File: src/rtl/tr_mode_sel_if.sv
// Command/status bundle between the AUTO/MANUAL command generators and the
// TX-path source selector. The selector connects through the slave modport.
interface tr_mode_sel_if #(
  parameter int WIDTH_TR = 16,
  parameter int DEAD_W   = 8
);
  logic                cheak;
  logic                dir_AUTO;
  logic                dir_MANUAL;
  logic                enable_AUTO;
  logic                pulse_enable;
  logic                count_MANUAL;
  logic [WIDTH_TR-1:0] period_AUTO;
  logic [WIDTH_TR-1:0] period_MANUAL;
  logic [DEAD_W-1:0]   dead_time;
  logic                drv_en_TR;
  logic                dir_TR;
  logic                counter_en_TR;
  logic [WIDTH_TR-1:0] period_TR;
  logic                busy_TR;
  logic                mode_TR;

  modport master (
    output cheak, dir_AUTO, dir_MANUAL, enable_AUTO, pulse_enable, count_MANUAL,
    output period_AUTO, period_MANUAL, dead_time,
    input  drv_en_TR, dir_TR, counter_en_TR, period_TR, busy_TR, mode_TR
  );

  modport slave (
    input  cheak, dir_AUTO, dir_MANUAL, enable_AUTO, pulse_enable, count_MANUAL,
    input  period_AUTO, period_MANUAL, dead_time,
    output drv_en_TR, dir_TR, counter_en_TR, period_TR, busy_TR, mode_TR
  );
endinterface

File: src/rtl/tr_mode_sel.sv
// Registered AUTO/MANUAL source selector for the stepper TX path. Inserts a
// driver-off dead-time on every mode switch and on direction reversal while driving.
module tr_mode_sel #(
  parameter int                  WIDTH_TR   = 16,
  parameter int                  DEAD_W     = 8,
  parameter logic [WIDTH_TR-1:0] PERIOD_MIN = 16'd10
) (
  input  logic         clk,
  input  logic         rst,
  tr_mode_sel_if.slave bus
);

  typedef enum logic [1:0] {
    RUN_A = 2'd0,
    RUN_M = 2'd1,
    DEAD  = 2'd2
  } state_e;

  localparam logic [WIDTH_TR-1:0] PERIOD_ZERO = {WIDTH_TR{1'b0}};
  localparam logic [DEAD_W-1:0]   DEAD_ZERO   = {DEAD_W{1'b0}};
  localparam logic [DEAD_W-1:0]   DEAD_ONE    = {{(DEAD_W-1){1'b0}}, 1'b1};

  function automatic logic [WIDTH_TR-1:0] clamp_period(input logic [WIDTH_TR-1:0] p);
    logic [WIDTH_TR-1:0] r;
    if (p == PERIOD_ZERO) begin
      r = PERIOD_ZERO;
    end else if (p < PERIOD_MIN) begin
      r = PERIOD_MIN;
    end else begin
      r = p;
    end
    return r;
  endfunction

  function automatic logic [DEAD_W-1:0] dead_len(input logic [DEAD_W-1:0] dt);
    return (dt == DEAD_ZERO) ? DEAD_ONE : dt;
  endfunction

  state_e              state_q, state_d;
  logic [DEAD_W-1:0]   cnt_q, cnt_d;
  logic [DEAD_W-1:0]   dead_n_q, dead_n_d;
  logic                samp_pend_q, samp_pend_d;
  logic                drv_en_q, drv_en_d;
  logic                dir_q, dir_d;
  logic                counter_en_q, counter_en_d;
  logic [WIDTH_TR-1:0] period_q, period_d;
  logic                busy_q, busy_d;
  logic                mode_q, mode_d;

  logic                src_auto;
  logic                src_dir;
  logic                src_en;
  logic [WIDTH_TR-1:0] src_period;
  logic                trigger;
  logic [DEAD_W-1:0]   dead_eff;
  logic                dead_done;

  // Source select and dead-time bookkeeping; in DEAD the exit source follows cheak.
  always_comb begin
    src_auto   = (state_q == DEAD) ? bus.cheak : (state_q == RUN_A);
    src_dir    = src_auto ? bus.dir_AUTO    : bus.dir_MANUAL;
    src_en     = src_auto ? bus.enable_AUTO : bus.pulse_enable;
    src_period = src_auto ? bus.period_AUTO : bus.period_MANUAL;
    trigger    = (bus.cheak != src_auto) || (drv_en_q && (src_dir != dir_q));
    // After reset the length is taken from the first cycle out of reset.
    dead_eff   = samp_pend_q ? dead_len(bus.dead_time) : dead_n_q;
    dead_done  = (cnt_q == (dead_eff - DEAD_ONE));
  end

  // Next-state logic.
  always_comb begin
    state_d     = state_q;
    cnt_d       = cnt_q;
    dead_n_d    = dead_n_q;
    samp_pend_d = samp_pend_q;
    case (state_q)
      RUN_A, RUN_M: begin
        if (trigger) begin
          state_d  = DEAD;
          cnt_d    = DEAD_ZERO;
          dead_n_d = dead_len(bus.dead_time);
        end else begin
          state_d  = state_q;
        end
      end
      DEAD: begin
        samp_pend_d = 1'b0;
        dead_n_d    = dead_eff;
        if (dead_done) begin
          state_d = bus.cheak ? RUN_A : RUN_M;
          cnt_d   = DEAD_ZERO;
        end else begin
          cnt_d   = cnt_q + DEAD_ONE;
        end
      end
      default: begin
        state_d     = DEAD;
        cnt_d       = DEAD_ZERO;
        samp_pend_d = 1'b1;
      end
    endcase
  end

  // Output logic: load the clamped source when the next state is a RUN state.
  always_comb begin
    drv_en_d     = drv_en_q;
    dir_d        = dir_q;
    counter_en_d = counter_en_q;
    period_d     = period_q;
    busy_d       = busy_q;
    mode_d       = mode_q;
    case (state_d)
      RUN_A, RUN_M: begin
        drv_en_d     = src_en && (src_period != PERIOD_ZERO);
        dir_d        = src_dir;
        counter_en_d = src_auto ? 1'b0 : bus.count_MANUAL;
        period_d     = clamp_period(src_period);
        busy_d       = 1'b0;
        mode_d       = src_auto;
      end
      default: begin
        drv_en_d     = 1'b0;
        counter_en_d = 1'b0;
        busy_d       = 1'b1;
      end
    endcase
  end

  // State, counter and output registers.
  always_ff @(posedge clk) begin
    if (rst) begin
      state_q      <= DEAD;
      cnt_q        <= DEAD_ZERO;
      dead_n_q     <= DEAD_ONE;
      samp_pend_q  <= 1'b1;
      drv_en_q     <= 1'b0;
      dir_q        <= 1'b0;
      counter_en_q <= 1'b0;
      period_q     <= PERIOD_ZERO;
      busy_q       <= 1'b1;
      mode_q       <= 1'b0;
    end else begin
      state_q      <= state_d;
      cnt_q        <= cnt_d;
      dead_n_q     <= dead_n_d;
      samp_pend_q  <= samp_pend_d;
      drv_en_q     <= drv_en_d;
      dir_q        <= dir_d;
      counter_en_q <= counter_en_d;
      period_q     <= period_d;
      busy_q       <= busy_d;
      mode_q       <= mode_d;
    end
  end

  assign bus.drv_en_TR     = drv_en_q;
  assign bus.dir_TR        = dir_q;
  assign bus.counter_en_TR = counter_en_q;
  assign bus.period_TR     = period_q;
  assign bus.busy_TR       = busy_q;
  assign bus.mode_TR       = mode_q;

endmodule

File: src/flat_wrapper.sv
// flat-port wrapper written by rule: the top's interface ports become plain ports
module tr_mode_sel_flat 
#(
  parameter int                  WIDTH_TR   = 16,
  parameter int                  DEAD_W     = 8,
  parameter logic [WIDTH_TR-1:0] PERIOD_MIN = 16'd10
)
  (clk, rst, bus_cheak, bus_dir_AUTO, bus_dir_MANUAL, bus_enable_AUTO, bus_pulse_enable, bus_count_MANUAL, bus_period_AUTO, bus_period_MANUAL, bus_dead_time, bus_drv_en_TR, bus_dir_TR, bus_counter_en_TR, bus_period_TR, bus_busy_TR, bus_mode_TR);
  tr_mode_sel_if #(.WIDTH_TR(WIDTH_TR), .DEAD_W(DEAD_W)) bus_i ();
  input  logic clk;
  input  logic rst;
  input wire logic [$bits(bus_i.cheak)-1:0] bus_cheak;
  input wire logic [$bits(bus_i.dir_AUTO)-1:0] bus_dir_AUTO;
  input wire logic [$bits(bus_i.dir_MANUAL)-1:0] bus_dir_MANUAL;
  input wire logic [$bits(bus_i.enable_AUTO)-1:0] bus_enable_AUTO;
  input wire logic [$bits(bus_i.pulse_enable)-1:0] bus_pulse_enable;
  input wire logic [$bits(bus_i.count_MANUAL)-1:0] bus_count_MANUAL;
  input wire logic [$bits(bus_i.period_AUTO)-1:0] bus_period_AUTO;
  input wire logic [$bits(bus_i.period_MANUAL)-1:0] bus_period_MANUAL;
  input wire logic [$bits(bus_i.dead_time)-1:0] bus_dead_time;
  output wire logic [$bits(bus_i.drv_en_TR)-1:0] bus_drv_en_TR;
  output wire logic [$bits(bus_i.dir_TR)-1:0] bus_dir_TR;
  output wire logic [$bits(bus_i.counter_en_TR)-1:0] bus_counter_en_TR;
  output wire logic [$bits(bus_i.period_TR)-1:0] bus_period_TR;
  output wire logic [$bits(bus_i.busy_TR)-1:0] bus_busy_TR;
  output wire logic [$bits(bus_i.mode_TR)-1:0] bus_mode_TR;
  assign bus_i.cheak = bus_cheak;
  assign bus_i.dir_AUTO = bus_dir_AUTO;
  assign bus_i.dir_MANUAL = bus_dir_MANUAL;
  assign bus_i.enable_AUTO = bus_enable_AUTO;
  assign bus_i.pulse_enable = bus_pulse_enable;
  assign bus_i.count_MANUAL = bus_count_MANUAL;
  assign bus_i.period_AUTO = bus_period_AUTO;
  assign bus_i.period_MANUAL = bus_period_MANUAL;
  assign bus_i.dead_time = bus_dead_time;
  assign bus_drv_en_TR = bus_i.drv_en_TR;
  assign bus_dir_TR = bus_i.dir_TR;
  assign bus_counter_en_TR = bus_i.counter_en_TR;
  assign bus_period_TR = bus_i.period_TR;
  assign bus_busy_TR = bus_i.busy_TR;
  assign bus_mode_TR = bus_i.mode_TR;
  tr_mode_sel #(.WIDTH_TR(WIDTH_TR), .DEAD_W(DEAD_W), .PERIOD_MIN(PERIOD_MIN)) u_core (.clk(clk), .rst(rst), .bus(bus_i));
endmodule
File: config.mk
export PLATFORM = sky130hd
export DESIGN_NAME = tr_mode_sel_flat
export DESIGN_NICKNAME = d
export VERILOG_FILES = /design/src/rtl/tr_mode_sel_if.sv /design/src/rtl/tr_mode_sel.sv /design/src/flat_wrapper.sv
export SDC_FILE = /design/constraint.sdc
export NUM_CORES = 1
export LEC_CHECK = 0
export BUFFER_PORTS_ARGS = -buffer_cell sky130_fd_sc_hd__buf_2
export CAP_MARGIN = 30
export CORE_ASPECT_RATIO = 1.75
export CORE_MARGIN = 3
export CORE_UTILIZATION = 50
export CTS_CLUSTER_DIAMETER = 30
export DETAILED_ROUTE_END_ITERATION = 16
export PLACE_DENSITY = 0.77
export SLEW_MARGIN = 20
export SYNTH_ARGS = -nofsm -noshare
export SYNTH_HDL_FRONTEND = slang
export SYNTH_SLANG_ARGS = --single-unit
File: constraint.sdc
create_clock -name clk -period 9.2 [get_ports clk]
set_input_delay 1.38 -clock clk [delete_from_list [all_inputs] [get_ports clk]]
set_output_delay 1.38 -clock clk [all_outputs]
set_load 0.02 [all_outputs]
==> flow_metrics.tcl, run 1 <==
set metrics [dict create \
    avgRoutedWirePerCell_um 16.2 \
    fmax_ghz 0.201 \
    drive_above_1_share_pct 25.5 \
    drv_slew 0 \
    synth_xor_area_share_pct 4.03 \
    switching_share_pct 31.0 \
    synth_top_family_by_area "compound AO/OA/AOI/OAI gates" \
    top_usage_layer "met2" \
    port_buffers 68 \
    synth_compound_area_share_pct 24.4 \
    dp_slack_ns 3.95 \
    final_cell_mix "buf_2, dfxtp_1, nand2_1" \
    min_from "u_core.bus.period_TR[3]$_SDFFE_PP0P_" \
    ys.flop_type "dfxtp_1" \
    crit_type "primary input to flop" \
    vias 2494 \
    synth_edf_count 0 \
    hold_buffers 0 \
    clk_latency_ns 0.29 \
    hold_ws_ns 0.456 \
    arrival_ns 5.14 \
    worst_pin_slew_ns 0.927 \
    placed_area_mm2 0.00271 \
    drv_cap 0 \
    area_growth_pct 16.8 \
    p_seq_share_pct 48.3 \
    hpwl_mm 4.94 \
    setup_viol 0 \
    num_io_pins 69 \
    ys_ff_latch 40 \
    fillers 444 \
    wl_mm 6.48 \
    num_antenna_cells 0 \
    clkPwrFrac_pct 28.5 \
    drc 0 \
    grt_use_total_pct 23.5 \
    synthMuxAreaShare_pct 7.22 \
    synthArstFlopShare_pct 0 \
    synth_fp_nets 339 \
    grt_overflow_total 0 \
    antenna_found_initial 0 \
    seqCellArea_um2 801 \
    grt_max_degree 33 \
    yosysUniqueCellTypes 53 \
    utilization_pct 61.8 \
    period_minus_slack_ns 4.96 \
    vdd_drop_max_mv 0.137 \
    final_common_cell "buf_2" \
    clock-sinks 40 \
    multi_input_area_mm2 0.00146 \
    crit_fanout 19 \
    rsz0062_at_grt "false" \
    grt_pass1_wl_mm 10.8 \
    synth_top_cell_by_area "dfxtp_1" \
    numCtsBuffers 5 \
    synthSimpleGateAreaFrac_pct 24.0 \
    final_area_mm2 0.00279 \
    cts_resized 0 \
    p_per_area_mw_per_mm2 142 \
    drt_iter0_markers 132 \
    cts_buffer_depth 2 \
    netlist_top_cells_area "dfxtp_1, a311oi_1, nand2_1" \
    clkTransAtPathRegs_ns 0.08 \
    seq_area_frac_synth_pct 33.5 \
    clockRootBuffer "clkbuf_8" \
    syn-cell-area_mm2 0.00239 \
    critical_path_required_ns 9.38 \
    status "finished, final reports clean" \
    htree_levels 2 \
    row_count 32 \
    p_int_w 0.000273 \
    setup_tns_ns 0 \
    netlist.area_leader.share_pct 33.5 \
    fin_crit_sh_pct 53.9 \
    syn_area_per_cell_um2 8.28 \
    critPathLaunchType "primary input" \
    p_comb_share_pct 23.2 \
    die_area_mm2 0.00568 \
    drt-pass1-iter-count 4 \
    leakagePower_nw 1.13 \
    synthAdderAreaFrac_pct 1.05 \
    grt_use_met1_pct 25.8 \
    yosys_warnings 0 \
    synth_cells 289 \
    slew_headroom_pct 38.2 \
    cts_tree "done" \
    die_w_um 58.3 \
    grt_pass1_vias 2374 \
    clock_skew_ns 0.00734 \
    grtUsageMet3_pct 3.99 \
    die_h_um 97.5 \
    core_mm2 0.00452 \
    viasPerCell 6.24 \
    nNetsFinal 399 \
    power.switching_w 0.000123 \
    grtUsageMet2_pct 42.5 \
    hold_viol 0 \
    gp_congestion 0.878 \
    rr_startpoint "u_core.samp_pend_q$_SDFFE_PP1P_" \
    cts_setup_buffers 0 \
    hold_path.class "flop to flop" \
    crit_path_start "bus_dead_time[0]" \
    ant_nets 0 \
    fin_ws_ns 4.24 \
    initial_core_util_pct 52.9 \
    end_kind "flop" \
]
-- per-layer routing --
layer | wire (µm) | share of wire [%] | vias to the layer above
met5 | 0 | 0 | -
met4 | 193 | 3.0 | 0
met3 | 342 | 5.3 | 19
met2 | 3520 | 54 | 91
met1 | 2420 | 37 | 1175
li1 | - | - | 1209
-- final timing paths --
path	to	slack, ns	cells after the start
worst max-delay path	u_core.bus.period_TR[0]$_SDFFE_PP0P_	4.24	11
worst min-delay path	u_core.bus.period_TR[3]$_SDFFE_PP0P_	0.46	2
worst max register to register	u_core.bus.period_TR[0]$_SDFFE_PP0P_	4.49	10
worst min register to register	u_core.bus.period_TR[3]$_SDFFE_PP0P_	0.46	2
-- critical path: stages --
cell	delay [ns]
buf_2	0.10
mux2_2	0.25
a21oi_1	0.31
ha_1	0.28
or4bb_1	0.58
a211o_1	0.31
and3_1	0.17
o31a_1	0.31
a2111o_1	0.55
o21ai_4	0.53
mux2_4	0.34
-- state kept, by name, summed over array words and instances (netlist names) --
register and cells:
u_core.bus.period_TR 16, u_core.cnt_q 8, u_core.dead_n_q 8, u_core.state_q 2, u_core.bus.busy_TR 1, u_core.bus.counter_en_TR 1, u_core.bus.dir_TR 1, u_core.bus.drv_en_TR 1
u_core.bus.mode_TR 1, u_core.samp_pend_q 1
-- power groups by stage --
stage          Sequential [W]  Clock [W]  Combinational [W]
3_5_place_dp         0.000195          0          0.0000912
6_report             0.000191   0.000113          0.0000919
4_1_cts              0.000191   0.000114          0.0000915
5_1_grt              0.000193   0.000120           0.000102
2_1_floorplan        0.000197          0          0.0000609
3_3_place_gp         0.000195          0          0.0000894
-- cells by family after synthesis --
family,count (synthesis)
simple gates,111
mux,16
buf+inv,27
compound gates,82
flops,40
xor+xnor,11
fa+ha+maj,2
-- cells in the mapped netlist, types with 2 or more instances --
master and number:
nor2_1 12, nor4b_1 3, nand4_1 2, nand3_1 17, mux2_2 2, and3_1 3, o21ai_1 2, inv_1 9
mux2_4 2, clkbuf_1 10, o22ai_1 2, dfxtp_1 40, o21ai_0 24, o2111ai_1 2, nor4_1 8, nor2b_1 3
or3_1 2, buf_6 5, a21oi_1 15, a31oi_1 4, mux2i_1 12, xnor2_1 9, nand4b_1 2, a311oi_1 15
xor2_1 2, buf_2 2, nand2_1 35, ha_1 2, o211ai_1 4, nor3_1 16
-- per-stage QoR --
step                instances  power [W]
floorplan                 289   0.000258
global route              400   0.000415
CTS                       399   0.000396
finish                    400   0.000396
detailed placement        392   0.000286
global placement          392   0.000284
-- cell type report --
type | count | share of cell area [%]
clock buffer | 6 | 2.60
multi-input combinational | 222 | 52.1
inverter | 9 | 1.21
timing repair buffer | 71 | 13.0
tap | 51 | 2.28
sequential | 40 | 28.7
clock inverter | 1 | 0.179
Power figures use the tool's default switching activity.
==> run 2, diff against run 1 <==
--- a/config.mk
+++ b/config.mk
@@ -9,10 +9,10 @@
 export CAP_MARGIN = 30
 export CORE_ASPECT_RATIO = 1.75
 export CORE_MARGIN = 3
-export CORE_UTILIZATION = 50
+export CORE_UTILIZATION = 47
 export CTS_CLUSTER_DIAMETER = 30
 export DETAILED_ROUTE_END_ITERATION = 16
-export PLACE_DENSITY = 0.77
+export PLACE_DENSITY = 0.76
 export SLEW_MARGIN = 20
 export SYNTH_ARGS = -nofsm -noshare
 export SYNTH_HDL_FRONTEND = slang
==> constraint.sdc (replaced) <==
create_clock -name clk -period 4.4 [get_ports clk]
set_input_delay 0.66 -clock clk [delete_from_list [all_inputs] [get_ports clk]]
set_output_delay 0.66 -clock clk [all_outputs]
set_load 0.02 [all_outputs]
==> run 2 against run 1 <==
  * Combinational power increased by 120%
  * Worst hold slack worse by 0.0063 ns
  * Flip-flop and latch count unchanged
  * Cell area rose by 1.9%
  * First-iteration DRC count is 19% lower
  * Register-to-register slack lost 4.0 ns
  * Die area rose by 5.8%
==> flow_metrics.tcl, run 2 (synthesis results as in run 1) <==
set metrics [dict create \
    status "finished, final reports clean" \
    vias 2452 \
    die_h_um 100 \
    final_common_cell "buf_2" \
    slowest_delay_ns 0.58 \
    leakagePower_nw 1.17 \
    setup_tns_ns 0 \
    rsz0062_at_grt "false" \
    grt_use_total_pct 22.3 \
    worst_pin_slew_ns 0.758 \
    layout.cells.non_filler 407 \
    clock-sinks 40 \
    clkTransAtPathRegs_ns 0.08 \
    crit_type "flop to flop" \
    port_buffers 68 \
    htree_levels 2 \
    fin_crit_sh_pct 88.4 \
    dp.cells 399 \
    path_cells "mux2_2, a21oi_1, ha_1, or4bb_1, a211o_1, and3_1, o31a_1, a2111o_1, o21ai_4, buf_4, a311oi_1" \
    grt_pass1_wl_mm 10.4 \
    multi_input_area_mm2 0.00146 \
    period_minus_slack_ns 3.89 \
    num_antenna_cells 0 \
    clock_skew_ns 0.00714 \
    r2r_cells 11 \
    wl_mm 6.62 \
    final_area_mm2 0.00285 \
    antenna_found_initial 0 \
    cts_setup_buffers 0 \
    reg2reg_to "u_core.bus.period_TR[13]$_SDFFE_PP0P_" \
    hold_path.class "flop to flop" \
    numCtsBuffers 5 \
    viasPerCell 6.02 \
    arrival_ns 4.04 \
    row_count 33 \
    grt_max_degree 33 \
    hold_depth 2 \
    core_mm2 0.00479 \
    setup_viol 0 \
    cts_buffer_depth 2 \
    grt_pass1_vias 2339 \
    hpwl_mm 5.11 \
    placed_area_mm2 0.00276 \
    gp_congestion 0.882 \
    num_io_pins 69 \
    die_area_mm2 0.00602 \
    final_cell_mix "buf_2, dfxtp_1, nand2_1" \
    drc 0 \
    cp-endpoint "u_core.bus.period_TR[13]$_SDFFE_PP0P_" \
    seqCellArea_um2 801 \
    grt_overflow_total 0 \
    clk_latency_ns 0.29 \
    fmax_ghz 0.257 \
    avgRoutedWirePerCell_um 16.3 \
    rr_startpoint "u_core.samp_pend_q$_SDFFE_PP1P_" \
    slowest_stage "or4bb_1" \
    drv_slew 0 \
    initial_core_util_pct 49.9 \
    cts_tree "done" \
    clockRootBuffer "clkbuf_8" \
    nNetsFinal 404 \
    crit_fanout 12 \
    hold_buffers 0 \
    critPathLaunchType "flop" \
    drt-pass1-iter-count 5 \
    r2r_slack_ns 0.51 \
    p_per_area_mw_per_mm2 298 \
    ant_nets 0 \
    drive_above_1_share_pct 27.0 \
    vdd_drop_max_mv 0.251 \
    end_kind "flop" \
    cts_resized 0 \
    area_growth_pct 19.0 \
    fillers 458 \
    drt_iter0_markers 107 \
    crit_path_start "u_core.samp_pend_q$_SDFFE_PP1P_" \
    largest_reg_flops 16 \
    critical_path_required_ns 4.55 \
    hold_viol 0 \
    die_w_um 59.9 \
    slew_headroom_pct 49.4 \
    drv_cap 0 \
]
[run 2: cell types whose count changed in the layout (fill, tap and decap cells not counted), sizes merged]
| cell | before | now |
|---|---|---|
| buf | 71 | 76 |
| clkinv | 1 | 2 |
[run 2: worst min-delay path by stage]
stage / startpoint / endpoint / slack (ns)
detailed placement: u_core.bus.period_TR[3]$_SDFFE_PP0P_ / u_core.bus.period_TR[3]$_SDFFE_PP0P_ / 0.44
global placement: u_core.bus.period_TR[3]$_SDFFE_PP0P_ / u_core.bus.period_TR[3]$_SDFFE_PP0P_ / 0.44
finish: u_core.bus.period_TR[3]$_SDFFE_PP0P_ / u_core.bus.period_TR[3]$_SDFFE_PP0P_ / 0.45
global route: u_core.dead_n_q[7]$_SDFFE_PP0P_ / u_core.dead_n_q[7]$_SDFFE_PP0P_ / 0.47
CTS: u_core.bus.period_TR[3]$_SDFFE_PP0P_ / u_core.bus.period_TR[3]$_SDFFE_PP0P_ / 0.45
floorplan: u_core.dead_n_q[1]$_SDFFE_PP0P_ / u_core.dead_n_q[1]$_SDFFE_PP0P_ / 0.44
[run 2: layer usage]
metal	GRT usage, %	share of wire (%)	vias to the layer above
met3	2.83	5.6	14
met2	40.8	55	85
met1	22.9	37	1132
li1	-	-	1221
met4	13.3	3.2	0
met5	0	0	-
[run 2: critical path, delay by kind of cell, from the launching register on]
family	cells	cell delay (ns)
AO/OA/AOI/OAI	6	1.70
AND/OR/NAND/NOR	2	0.75
flip-flops	1	0.42
multiplexers	1	0.36
adder cells (fa/ha/maj)	1	0.26
buffers and inverters	1	0.25
[run 2: final cells by class]
type | instances | area share, %
multi-input combinational | 222 | 51.1
sequential | 40 | 28.1
timing repair buffer | 76 | 14.1
clock buffer | 6 | 2.90
tap | 52 | 2.28
inverter | 9 | 1.19
clock inverter | 2 | 0.351
[run 2: per-stage QoR]
stage	utilization [%]	hold slack [ns]	worst slack [ns]	power [W]
floorplan	-	0.436	0.601	0.000539
global placement	57.5	0.442	0.307	0.000599
detailed placement	57.5	0.441	0.259	0.000604
CTS	59.5	0.452	0.507	0.000854
global route	59.5	0.472	0.316	0.000886
finish	59.5	0.449	0.509	0.000850
[run 2: report_power, final]
part / internal, W / total, W / switching (W)
clock network: 0.000125 / 0.000253 / 0.000128
registers: 0.000381 / 0.000397 / 0.0000164
logic: 0.0000845 / 0.000199 / 0.000115
==> run 3, diff against run 2 <==
==> constraint.sdc (replaced) <==
create_clock -name clk -period 4.4 [get_ports clk]
set_input_delay 0.44 -clock clk [delete_from_list [all_inputs] [get_ports clk]]
set_output_delay 0.44 -clock clk [all_outputs]
set_load 0.02 [all_outputs]
==> run 3 against run 2 <==
  * Cell count down 0.49%
  * Utilization down 0.47 points
  * Sequential share of layout area up 0.22 points
  * Global-route usage up 1.1 points
  * Via count up 0.82%
  * Power down 2.5%
  * Clock skew down 0.0012 ns
  * Critical path depth unchanged
  * Sequential power about the same
  * Clock power down 8.7%
  * Cell area down 0.79%
==> flow_metrics.tcl, run 3 (synthesis results as in run 1) <==
set metrics [dict create \
    status "finished, final reports clean" \
    clk_latency_ns 0.28 \
    cp_num_cells 11 \
    cp_top_family "compound AO/OA/AOI/OAI gates" \
    reg2reg_to "u_core.bus.period_TR[8]$_SDFFE_PP0P_" \
    path_cells "buf_4, mux2i_1, ha_1, or4bb_1, a211o_1, and3_1, o31a_1, a2111o_1, o21ai_4, buf_4, a311oi_1" \
    row_count 33 \
    fillers 472 \
    drv_cap 0 \
    port_buffers 68 \
    slowest_stage "or4bb_1" \
    gp_congestion 0.868 \
    core_mm2 0.00479 \
    grt_overflow_total 0 \
    crit_type "flop to flop" \
    antenna_found_initial 0 \
    rsz0062_at_grt "false" \
    crit_path_start "u_core.samp_pend_q$_SDFFE_PP1P_" \
    grt_max_degree 33 \
    drt-pass1-iter-count 5 \
    drt_iter0_markers 137 \
    clock-sinks 40 \
    setup_viol 0 \
    arrival_ns 3.91 \
    htree_levels 2 \
    cp-endpoint "u_core.bus.period_TR[8]$_SDFFE_PP0P_" \
    num_io_pins 69 \
    vdd_drop_max_mv 0.216 \
    slew_headroom_pct 48.8 \
    hold_viol 0 \
    rr_startpoint "u_core.samp_pend_q$_SDFFE_PP1P_" \
    r2r_cells 11 \
    crit_path_frequent_cell "buf_4" \
    hold_path.class "primary input to flop" \
    clock_skew_ns 0.00590 \
    grt_use_total_pct 23.5 \
    setup_tns_ns 0 \
    hpwl_mm 5.07 \
    drive_above_1_share_pct 26.3 \
    critPathLaunchType "flop" \
    num_antenna_cells 0 \
    p_per_area_mw_per_mm2 293 \
    clkTransAtPathRegs_ns 0.08 \
    worst_pin_slew_ns 0.768 \
    avgRoutedWirePerCell_um 16.5 \
    final_cell_mix "buf_2, dfxtp_1, nand2_1" \
    fin_crit_sh_pct 85.7 \
    crit_fanout 17 \
    cts_tree "done" \
    numCtsBuffers 5 \
    drv_slew 0 \
    critPathBufInv 2 \
    vias 2472 \
    die_w_um 59.9 \
    slowest_delay_ns 0.58 \
    clockRootBuffer "clkbuf_8" \
    area_growth_pct 18.1 \
    cts_buffer_depth 2 \
    critical_path_required_ns 4.54 \
    viasPerCell 6.10 \
    die_h_um 100 \
    leakagePower_nw 1.15 \
    dp.cells 398 \
    die_area_mm2 0.00602 \
    placed_area_mm2 0.00275 \
    grt_pass1_wl_mm 10.8 \
    cts_resized 0 \
    r2r_slack_ns 0.63 \
    wl_mm 6.68 \
    final_common_cell "buf_2" \
    layout.cells.non_filler 405 \
    nNetsFinal 403 \
    cts_setup_buffers 0 \
    largest_reg_flops 16 \
    fmax_ghz 0.265 \
    ant_nets 0 \
    drc 0 \
    hold_buffers 0 \
    initial_core_util_pct 49.9 \
    grt_pass1_vias 2448 \
    period_minus_slack_ns 3.77 \
    final_area_mm2 0.00283 \
    end_kind "flop" \
]
-- run 3: cell types whose count changed in the layout (fill, tap and decap cells not counted) --
cell and change:
buf_4 -1, clkbuf_1 +1, clkbuf_8 -1, clkinv_2 -1
-- run 3: stage by stage --
| stage | utilization (%) | worst slack (ns) | power [W] | hold WS (ns) |
|---|---|---|---|---|
| 3_5_place_dp | 57.4 | 0.531 | 0.000604 | 0.441 |
| 2_1_floorplan | - | 0.754 | 0.000539 | 0.436 |
| 6_report | 59.0 | 0.630 | 0.000829 | 0.377 |
| 3_3_place_gp | 57.4 | 0.605 | 0.000600 | 0.441 |
| 5_1_grt | 59.0 | 0.431 | 0.000867 | 0.379 |
| 4_1_cts | 59.0 | 0.629 | 0.000832 | 0.367 |
-- run 3: layout make-up --
cell class,count,area (µm²),share of cell area [%]
inverters,9,33.8,1.20
clock inverters,1,5.00,0.177
flip-flops and latches,40,801,28.3
repair buffers,75,393,13.9
well taps,52,65.1,2.30
multi-input cells,222,1460,51.5
clock buffers,6,72.6,2.57
-- run 3: routing by layer --
metal / track usage [%] / part of all wire (%)
met2: 43.3 / 56
met1: 23.0 / 35
met4: 12.5 / 2.3
met5: 0 / 0
met3: 5.15 / 6.8
-- run 3: report_power, final --
group / total (W) / switching, W / internal (W)
combinational: 0.000200 / 0.000116 / 0.0000841
sequential: 0.000397 / 0.0000164 / 0.000381
clock: 0.000231 / 0.000123 / 0.000108
total: 0.000829 / 0.000256 / 0.000573
-- run 3: worst min-delay path by stage --
stage | cells past startpoint | end | slack [ns] | start
4_1_cts | 2 | u_core.state_q[0]$_SDFF_PP0_ | 0.37 | bus_cheak
2_1_floorplan | 2 | u_core.dead_n_q[1]$_SDFFE_PP0P_ | 0.44 | u_core.dead_n_q[1]$_SDFFE_PP0P_
3_5_place_dp | 2 | u_core.bus.period_TR[3]$_SDFFE_PP0P_ | 0.44 | u_core.bus.period_TR[3]$_SDFFE_PP0P_
5_1_grt | 2 | u_core.state_q[0]$_SDFF_PP0_ | 0.38 | bus_cheak
3_3_place_gp | 2 | u_core.bus.period_TR[3]$_SDFFE_PP0P_ | 0.44 | u_core.bus.period_TR[3]$_SDFFE_PP0P_
6_report | 2 | u_core.state_q[0]$_SDFF_PP0_ | 0.38 | bus_cheak
